[src/rtl/risc_pkg.sv]
// risc_pkg: shared FSM encoding and requester IDs for the memory arbiter
package risc_pkg;
    typedef enum logic [1:0] {IDLE = 2'd0, ACCESS = 2'd1, DONE = 2'd2} state_t;
    localparam logic GNT_CPU = 1'b0;
    localparam logic GNT_LDR = 1'b1;
endpackage

[src/rtl/rr_arb2.sv]
// rr_arb2: two-input round-robin picker that remembers the last grantee
module rr_arb2 import risc_pkg::*; (
    input  logic       clk,
    input  logic       rst_,
    input  logic [1:0] req,
    input  logic [1:0] mask,
    input  logic       advance,
    output logic       gnt_id,
    output logic       gnt_valid,
    output logic       last_gnt
);
    logic [1:0] live;
    // a tie goes to whoever did not win last; a lone requester always wins
    always_comb begin
        live = req & ~mask;
        gnt_valid = |live;
        gnt_id = (&live) ? ~last_gnt : live[GNT_LDR];
    end
    // remember every grant so the next tie flips
    always_ff @(posedge clk or negedge rst_) begin
        if (!rst_) last_gnt <= GNT_LDR;
        else if (advance && gnt_valid) last_gnt <= gnt_id;
    end
endmodule

[src/rtl/mem_arbiter.sv]
// mem_arbiter: shares the single-port memory between the CPU and the loader port
module mem_arbiter import risc_pkg::*; #(
    parameter int AWIDTH = 5,
    parameter int DWIDTH = 8
) (
    input  logic              clk,
    input  logic              rst_,
    input  logic              cpu_req,
    input  logic              cpu_wr,
    input  logic [AWIDTH-1:0] cpu_addr,
    input  logic [DWIDTH-1:0] cpu_wdata,
    output logic              cpu_ack,
    output logic [DWIDTH-1:0] cpu_rdata,
    output logic              cpu_stall,
    input  logic              ldr_req,
    input  logic              ldr_wr,
    input  logic [AWIDTH-1:0] ldr_addr,
    input  logic [DWIDTH-1:0] ldr_wdata,
    output logic              ldr_ack,
    output logic [DWIDTH-1:0] ldr_rdata,
    output logic              mem_cs,
    output logic              mem_we,
    output logic [AWIDTH-1:0] mem_addr,
    output logic [DWIDTH-1:0] mem_wdata,
    input  logic [DWIDTH-1:0] mem_rdata,
    output logic              busy,
    output logic              gnt_id
);
    state_t            state, next_state;
    logic              gnt, gnt_valid, last_gnt, load, op_wr, rd_done;
    logic [1:0]        mask;
    logic [DWIDTH-1:0] cpu_rdata_q, ldr_rdata_q;

    rr_arb2 u_arb (
        .clk       (clk),
        .rst_      (rst_),
        .req       ({ldr_req, cpu_req}),
        .mask      (mask),
        .advance   (load),
        .gnt_id    (gnt),
        .gnt_valid (gnt_valid),
        .last_gnt  (last_gnt)
    );

    // next state and handshake outputs; in DONE the finishing winner is masked
    // so only the other side can be granted straight into ACCESS
    always_comb begin
        mask = 2'b00;
        if (state == DONE) mask[last_gnt] = 1'b1;
        load = gnt_valid && (state == IDLE || state == DONE);
        next_state = IDLE;
        case (state)
            IDLE:    next_state = load ? ACCESS : IDLE;
            ACCESS:  next_state = DONE;
            DONE:    next_state = load ? ACCESS : IDLE;
            default: next_state = IDLE;
        endcase
        cpu_ack = (state == DONE) && (last_gnt == GNT_CPU);
        ldr_ack = (state == DONE) && (last_gnt == GNT_LDR);
        rd_done = (state == DONE) && !op_wr;
        cpu_rdata = (cpu_ack && rd_done) ? mem_rdata : cpu_rdata_q;
        ldr_rdata = (ldr_ack && rd_done) ? mem_rdata : ldr_rdata_q;
        cpu_stall = cpu_req && !cpu_ack;
        busy = state != IDLE;
        gnt_id = last_gnt;
    end

    // state register
    always_ff @(posedge clk or negedge rst_) begin
        if (!rst_) state <= IDLE;
        else state <= next_state;
    end

    // capture the winner's request onto the memory bus; strobe lasts one cycle
    always_ff @(posedge clk or negedge rst_) begin
        if (!rst_) begin
            mem_cs    <= 1'b0;
            mem_we    <= 1'b0;
            mem_addr  <= '0;
            mem_wdata <= '0;
            op_wr     <= 1'b0;
        end else begin
            mem_cs <= load;
            mem_we <= load && (gnt ? ldr_wr : cpu_wr);
            if (load) begin
                mem_addr  <= gnt ? ldr_addr : cpu_addr;
                mem_wdata <= gnt ? ldr_wdata : cpu_wdata;
                op_wr     <= gnt ? ldr_wr : cpu_wr;
            end
        end
    end

    // hold read data per requester; the bypass above makes it valid with ack
    always_ff @(posedge clk or negedge rst_) begin
        if (!rst_) begin
            cpu_rdata_q <= '0;
            ldr_rdata_q <= '0;
        end else begin
            if (cpu_ack && rd_done) cpu_rdata_q <= mem_rdata;
            if (ldr_ack && rd_done) ldr_rdata_q <= mem_rdata;
        end
    end
endmodule

[config.mk]
export PLATFORM = sky130hd
export DESIGN_NAME = mem_arbiter
export DESIGN_NICKNAME = d
export VERILOG_FILES = /design/src/rtl/risc_pkg.sv /design/src/rtl/rr_arb2.sv /design/src/rtl/mem_arbiter.sv
export SDC_FILE = /design/constraint.sdc
export NUM_CORES = 1
export LEC_CHECK = 0
export CORE_MARGIN = 8
export CORE_UTILIZATION = 40
export DETAILED_ROUTE_END_ITERATION = 7
export PLACE_DENSITY_LB_ADDON = 0.05
export SYNTH_ARGS = -nofsm -noshare
export SYNTH_HDL_FRONTEND = slang
export SYNTH_HIERARCHICAL = 1
export SYNTH_SLANG_ARGS = --single-unit
[constraint.sdc]
create_clock -name clk -period 4.95 [get_ports clk]
set_clock_uncertainty 0.2 [all_clocks]
set_input_delay 0.495 -clock clk [delete_from_list [all_inputs] [get_ports clk]]
set_output_delay 0.495 -clock clk [all_outputs]
set_load 0.03 [all_outputs]
# Word level (Yosys, flattened, before mapping)
# Index checks and enable logic that the tools add are counted.
dict set report totals {
  register_bits 35
  input_bits 40
  output_inout_bits 36
  word_cells 45
}
dict set report op_classes {
  n_lt_le_gt_ge 2
  eq_ne 2
  n_mux 11
  n_bitwise 3
  n_reduce_logical 18
}
# cell count
set op_table {}
lappend op_table {{$mux 8} 3}
lappend op_table {{$logic_and 1x1->1} 10}
lappend op_table {{$mux 5} 1}
lappend op_table {{$mux 1} 4}
lappend op_table {{$pmux 2 s2} 1}
lappend op_table {{$reduce_or 2->1} 2}
lappend op_table {{$and 2x2->2} 1}
lappend op_table {{$eq 2x1->1 const B} 1}
lappend op_table {{$eq 2x2->1 const B} 1}
lappend op_table {{$logic_not 1->1} 2}
lappend op_table {{$logic_not 2->1} 1}
lappend op_table {{$lt 1x2->1 const B} 1}
lappend op_table {{$mux 2} 1}
lappend op_table {{$not 2->2} 1}
lappend op_table {{$reduce_and 2->1} 1}
lappend op_table {{$reduce_bool 2->1} 1}
lappend op_table {{$demux 1 s1} 1}
lappend op_table {{$ge 1x1->1 const B} 1}
lappend op_table {{$logic_or 1x1->1} 1}
lappend op_table {{$not 1->1} 1}

# Longest topological paths before layout
dict set report depth {
  depth_word 11
  ltp_mapped 8
  ltp_nobuf 6
}

# Modules after synthesis
# Netlist, hierarchy kept.
# mod n_inst cells_each area_per_inst_um2 seq_area_each_um2
set modules_own_cells {}
lappend modules_own_cells {mem_arbiter 1 93 1457.6 850.8}
lappend modules_own_cells {rr_arb2 1 9 88.8 26.3}

# Worst setup path after synthesis
# No wires, ideal clock.
dict set report synth_timing {
  kind {register to register}
  startpoint {register state[0]}
  endpoint {register mem_addr[0]}
  setup_time_ns 0.125
  arrival_time_ns 2.739
  t_required_ns 4.625
  slack_ns 1.886
  path_stages_with_launch 7
  path_buffers 1
  synth_period_minus_slack_ns 3.064
  cell_sequence {dfrtp_1 nor3b_1 inv_1 a31oi_1 buf_2 mux2_2 mux2_2}
}
dict set report synth_via {
  elab_chain_cells 7
  word_cells_on_any_way 11
  cone_classes {1 x eq/ne; 3 x mux; 2 x bitwise; 5 x reduce/logical}
}
# element line
set synth_lines {}
lappend synth_lines {{start, declared} mem_arbiter.sv:29} ;# state_t state, next_state;
lappend synth_lines {{start signal, assigned} mem_arbiter.sv:71} ;# else state <= next_state;
lappend synth_lines {{$eq 2x2->1 (*)} mem_arbiter.sv:49} ;# if (state == DONE) mask[last_gnt] = 1'b1;
lappend synth_lines {{$mux 2 (*)} mem_arbiter.sv:49}
lappend synth_lines {{$not 2->2 (*)} rr_arb2.sv:15} ;# live = req & ~mask;
lappend synth_lines {{$and 2x2->2 (*)} rr_arb2.sv:15}
lappend synth_lines {{$reduce_and 2->1} rr_arb2.sv:17} ;# gnt_id = (&live) ? ~last_gnt : live[GNT_LDR];
lappend synth_lines {{$mux 1 (*)} rr_arb2.sv:17}
lappend synth_lines {{named net gnt} mem_arbiter.sv:30} ;# logic gnt, gnt_valid, last_gnt, load, op_wr, rd_done;
lappend synth_lines {{$mux 5 (*)} mem_arbiter.sv:86} ;# mem_addr <= gnt ? ldr_addr : cpu_addr;
lappend synth_lines {{end signal, assigned} mem_arbiter.sv:86}
lappend synth_lines {{end, declared} mem_arbiter.sv:23} ;# output logic [AWIDTH-1:0] mem_addr,
# Mark *: on every way through the listed nets, which the timed path passes. The rest lies on a longest branch.
# A chain may end at the register's enable or synchronous reset.

# Worst setup path in the final report
dict set report layout_timing {
  startpoint {register state[0]}
  endpoint {output port cpu_rdata[3]}
}
dict set report layout_via {
  elab_chain_cells 4
  word_cells_on_any_way 5
  cone_classes {1 x eq/ne; 1 x mux; 3 x reduce/logical}
}
# element line
set layout_lines {}
lappend layout_lines {{$eq 2x2->1 (*)} {mem_arbiter.sv:58, mem_arbiter.sv:60}}
lappend layout_lines {{$logic_and 1x1->1 (on tied branches)} {mem_arbiter.sv:58, mem_arbiter.sv:60}}
lappend layout_lines {{$logic_and 1x1->1 (*)} mem_arbiter.sv:61} ;# cpu_rdata = (cpu_ack && rd_done) ? mem_rdata : cpu_rdata_q;
lappend layout_lines {{$mux 8 (*)} mem_arbiter.sv:61}
lappend layout_lines {{end, declared} mem_arbiter.sv:13} ;# output logic [DWIDTH-1:0] cpu_rdata,
# Mark *: on every way between the ends. The rest lies on a longest branch, timed or not.

==> impl_metrics.toml <==
[timing]
final_hold_viol_count = 0
min_period_over_period_pct = 62.4
fin_setup_tns_ps = 0
fin_crit_ps = 3090
rsz0062_at_grt = "no"
fmax_mhz = 324
slew-limit-headroom_pct = 41.8
tightest_slew_ps = 870
setup_viol = 0
maxSlewViolCount = 0

[yosys]
yosysMostFrequentCell = "mux2_2"
synthCells = 102
synthTopCellsByArea = "dfrtp_1 (55%), mux2_2 (31%), nor2b_1 (2.0%)"
synth_common_cells = "mux2_2 (42), dfrtp_1 (34), nor2b_1 (5)"
synth_top_area_cell = "dfrtp_1"
ys_ff_latch = 35
synth_area_per_cell_um2 = 15.2
synth_cell_types = 17
async_reset_ff_share_pct = 100
synth.net_count = 142
synth_edf_count = 0
synth_top_flop_cell = "dfrtp_1"
ys_seq_area_share_pct = 56.7
syn_area_mm2 = 0.00155
ys.warnings.count = 6
synth_top_area_share_pct = 55.0

[routing]
dr_wl_met2_mm = 1.80
drc = 0
wl_met3_um = 453
top_layer_used = "met4"
via_count = 1102
m1WireLength_mm = 1.40
antenna_left = 0
routed_via_density = 4.81
dr.pass1.iters = 3
drt_iter0_drc = 7
wl_per_cell_um = 16.1
routed_wirelength_mm = 3.70

[setup_path]
path_buf_inv = 1
critPathMaxFanout = 8
cp_slowest_stage_delay_ps = 610
cp_slowest_cell = "nor4b_4"
startpoint_type = "flip-flop"
cp_cell_sequence = "nor4b_4 > mux2_2 > clkdlybuf4s50_1"
critPathKind = "flip-flop to primary output"
end_kind = "primary output"
critPathArrivalTime_ps = 2390
worstPathRequired_ps = 4260
crit_family = "simple AND/OR/NAND/NOR gates"

[cts]
cts_made_buffers = 5
clockBufferDepth = 2
cts-resized-gates = 0
cts.root.buffer_cell = "clkbuf_8"
cts_tree = "done"
insertion_delay_ps = 280
clkSinkCount = 35
clkTransAtPathRegs_ps = 60
postCtsHoldBufs = 0
postCtsSetupBuffers = 0
htreeDepth = 2

[global_routing]
grt_use_total_pct = 12.6
overflow = 0
antenna_found_initial = 0
grt_pass1_wl_mm = 6.22
grt_max_degree = 36
grt_pass1_vias = 1300

[placed_design]
port_buffers = 75
gp_congestion = 0.728

[final_layout]
area_growth_syn_to_layout_pct = 57.8
n_fill_cell = 287
multi_input_area_um2 = 647
final_layout_size_suffix_gt1_share_pct = 32.0
fin_nets = 220
num_antenna_cells = 0
seqCellArea_um2 = 877

[power_and_ir_drop]
power_density_mw_per_mm2 = 680
ir_drop_mv = 0.405
leakagePower_nw = 0.997
power_mw = 1.66

[floorplan]
coreArea_mm2 = 0.00369
initial_core_util_pct = 41.9
die_h_um = 78.2
ioPinCount = 76
fp-row-count = 22
dieWidth_um = 78.2
die_area_mm2 = 0.00611

[run_status]
status = "complete, no violations"

[job]
cap_violations = 0

[hold_path]
holdCritPathClass = "primary input to async pin"
## final timing paths
check / cells after the start / slack [ps] / to / startpoint
max reg2reg: 5 / 2120 / mem_addr[3]$_DFFE_PN0P_ / state[0]$_DFF_PN0_
min: 1 / 80 / cpu_rdata_q[6]$_DFF_PN0_ / rst_
min in group clk: 1 / 300 / cpu_rdata_q[6]$_DFF_PN0_ / cpu_rdata_q[6]$_DFF_PN0_
max: 3 / 1860 / cpu_rdata[3] / state[0]$_DFF_PN0_
max in group asynchronous: 1 / 3970 / mem_addr[0]$_DFFE_PN0P_ / rst_
min reg2reg: 1 / 300 / cpu_rdata_q[6]$_DFF_PN0_ / cpu_rdata_q[6]$_DFF_PN0_
## cell type report
cell class                      instances  area share [%]
Clock buffer                            8            4.10
Tap cell                               48            2.46
Inverter                                3           0.461
Sequential cell                        35            35.9
Multi-Input combinational cell         60            26.5
Timing Repair Buffer                   75            30.5
## logic make-up (layout without fill, tap and decap cells)
logic type	after synthesis	after routing	synth area share [%]
flip-flops	35	35	56.7
AND/OR/NAND/NOR	13	13	8.09
AO/OA/AOI/OAI	3	3	1.29
multiplexers	44	44	31.9
buffers and inverters	7	86	2.02
## flip-flops by register name (all words and copies together) (netlist names)
signal and flops:
op_wr 1, state 2, u_arb/last_gnt 1, cpu_rdata_q 8, mem_wdata 8, mem_addr 5
mem_cs 1, ldr_rdata_q 8, mem_we 1
## stage by stage
step	std cells	area (um^2)	setup WS, ps	util (%)	hold WS [ps]
3_3_place_gp	221	2340	2160	63.5	279
4_1_cts	229	2440	1810	66.2	104
5_1_grt	229	2440	1730	66.2	144
6_report	229	2440	1860	66.2	80.1
3_5_place_dp	221	2340	2100	63.5	285
2_1_floorplan	102	1550	1890	-	-0.591
## per-layer routing
| metal | global-route usage, % | vias up |
|---|---|---|
| met4 | 3.89 | 0 |
| met5 | 0 | - |
| met3 | 8.09 | 6 |
| met2 | 21.0 | 49 |
| met1 | 12.6 | 533 |
| li1 | - | 514 |
## power breakdown
group | internal [mW] | switching [mW] | total, mW
Clock | 0.127 | 0.0932 | 0.220
Combinational | 0.446 | 0.494 | 0.940
Sequential | 0.428 | 0.0711 | 0.499
Total | 1.00 | 0.658 | 1.66
## cell usage in the layout, fill, tap and decap left out, types with 2 or more instances in the layout
cell,n
mux2_2,42
mux2i_1,2
clkbuf_8,7
clkdlybuf4s50_1,74
dfrtp_1,34
nand2b_4,2
inv_1,3
nor2b_1,4
Power figures use the tool's default switching activity.
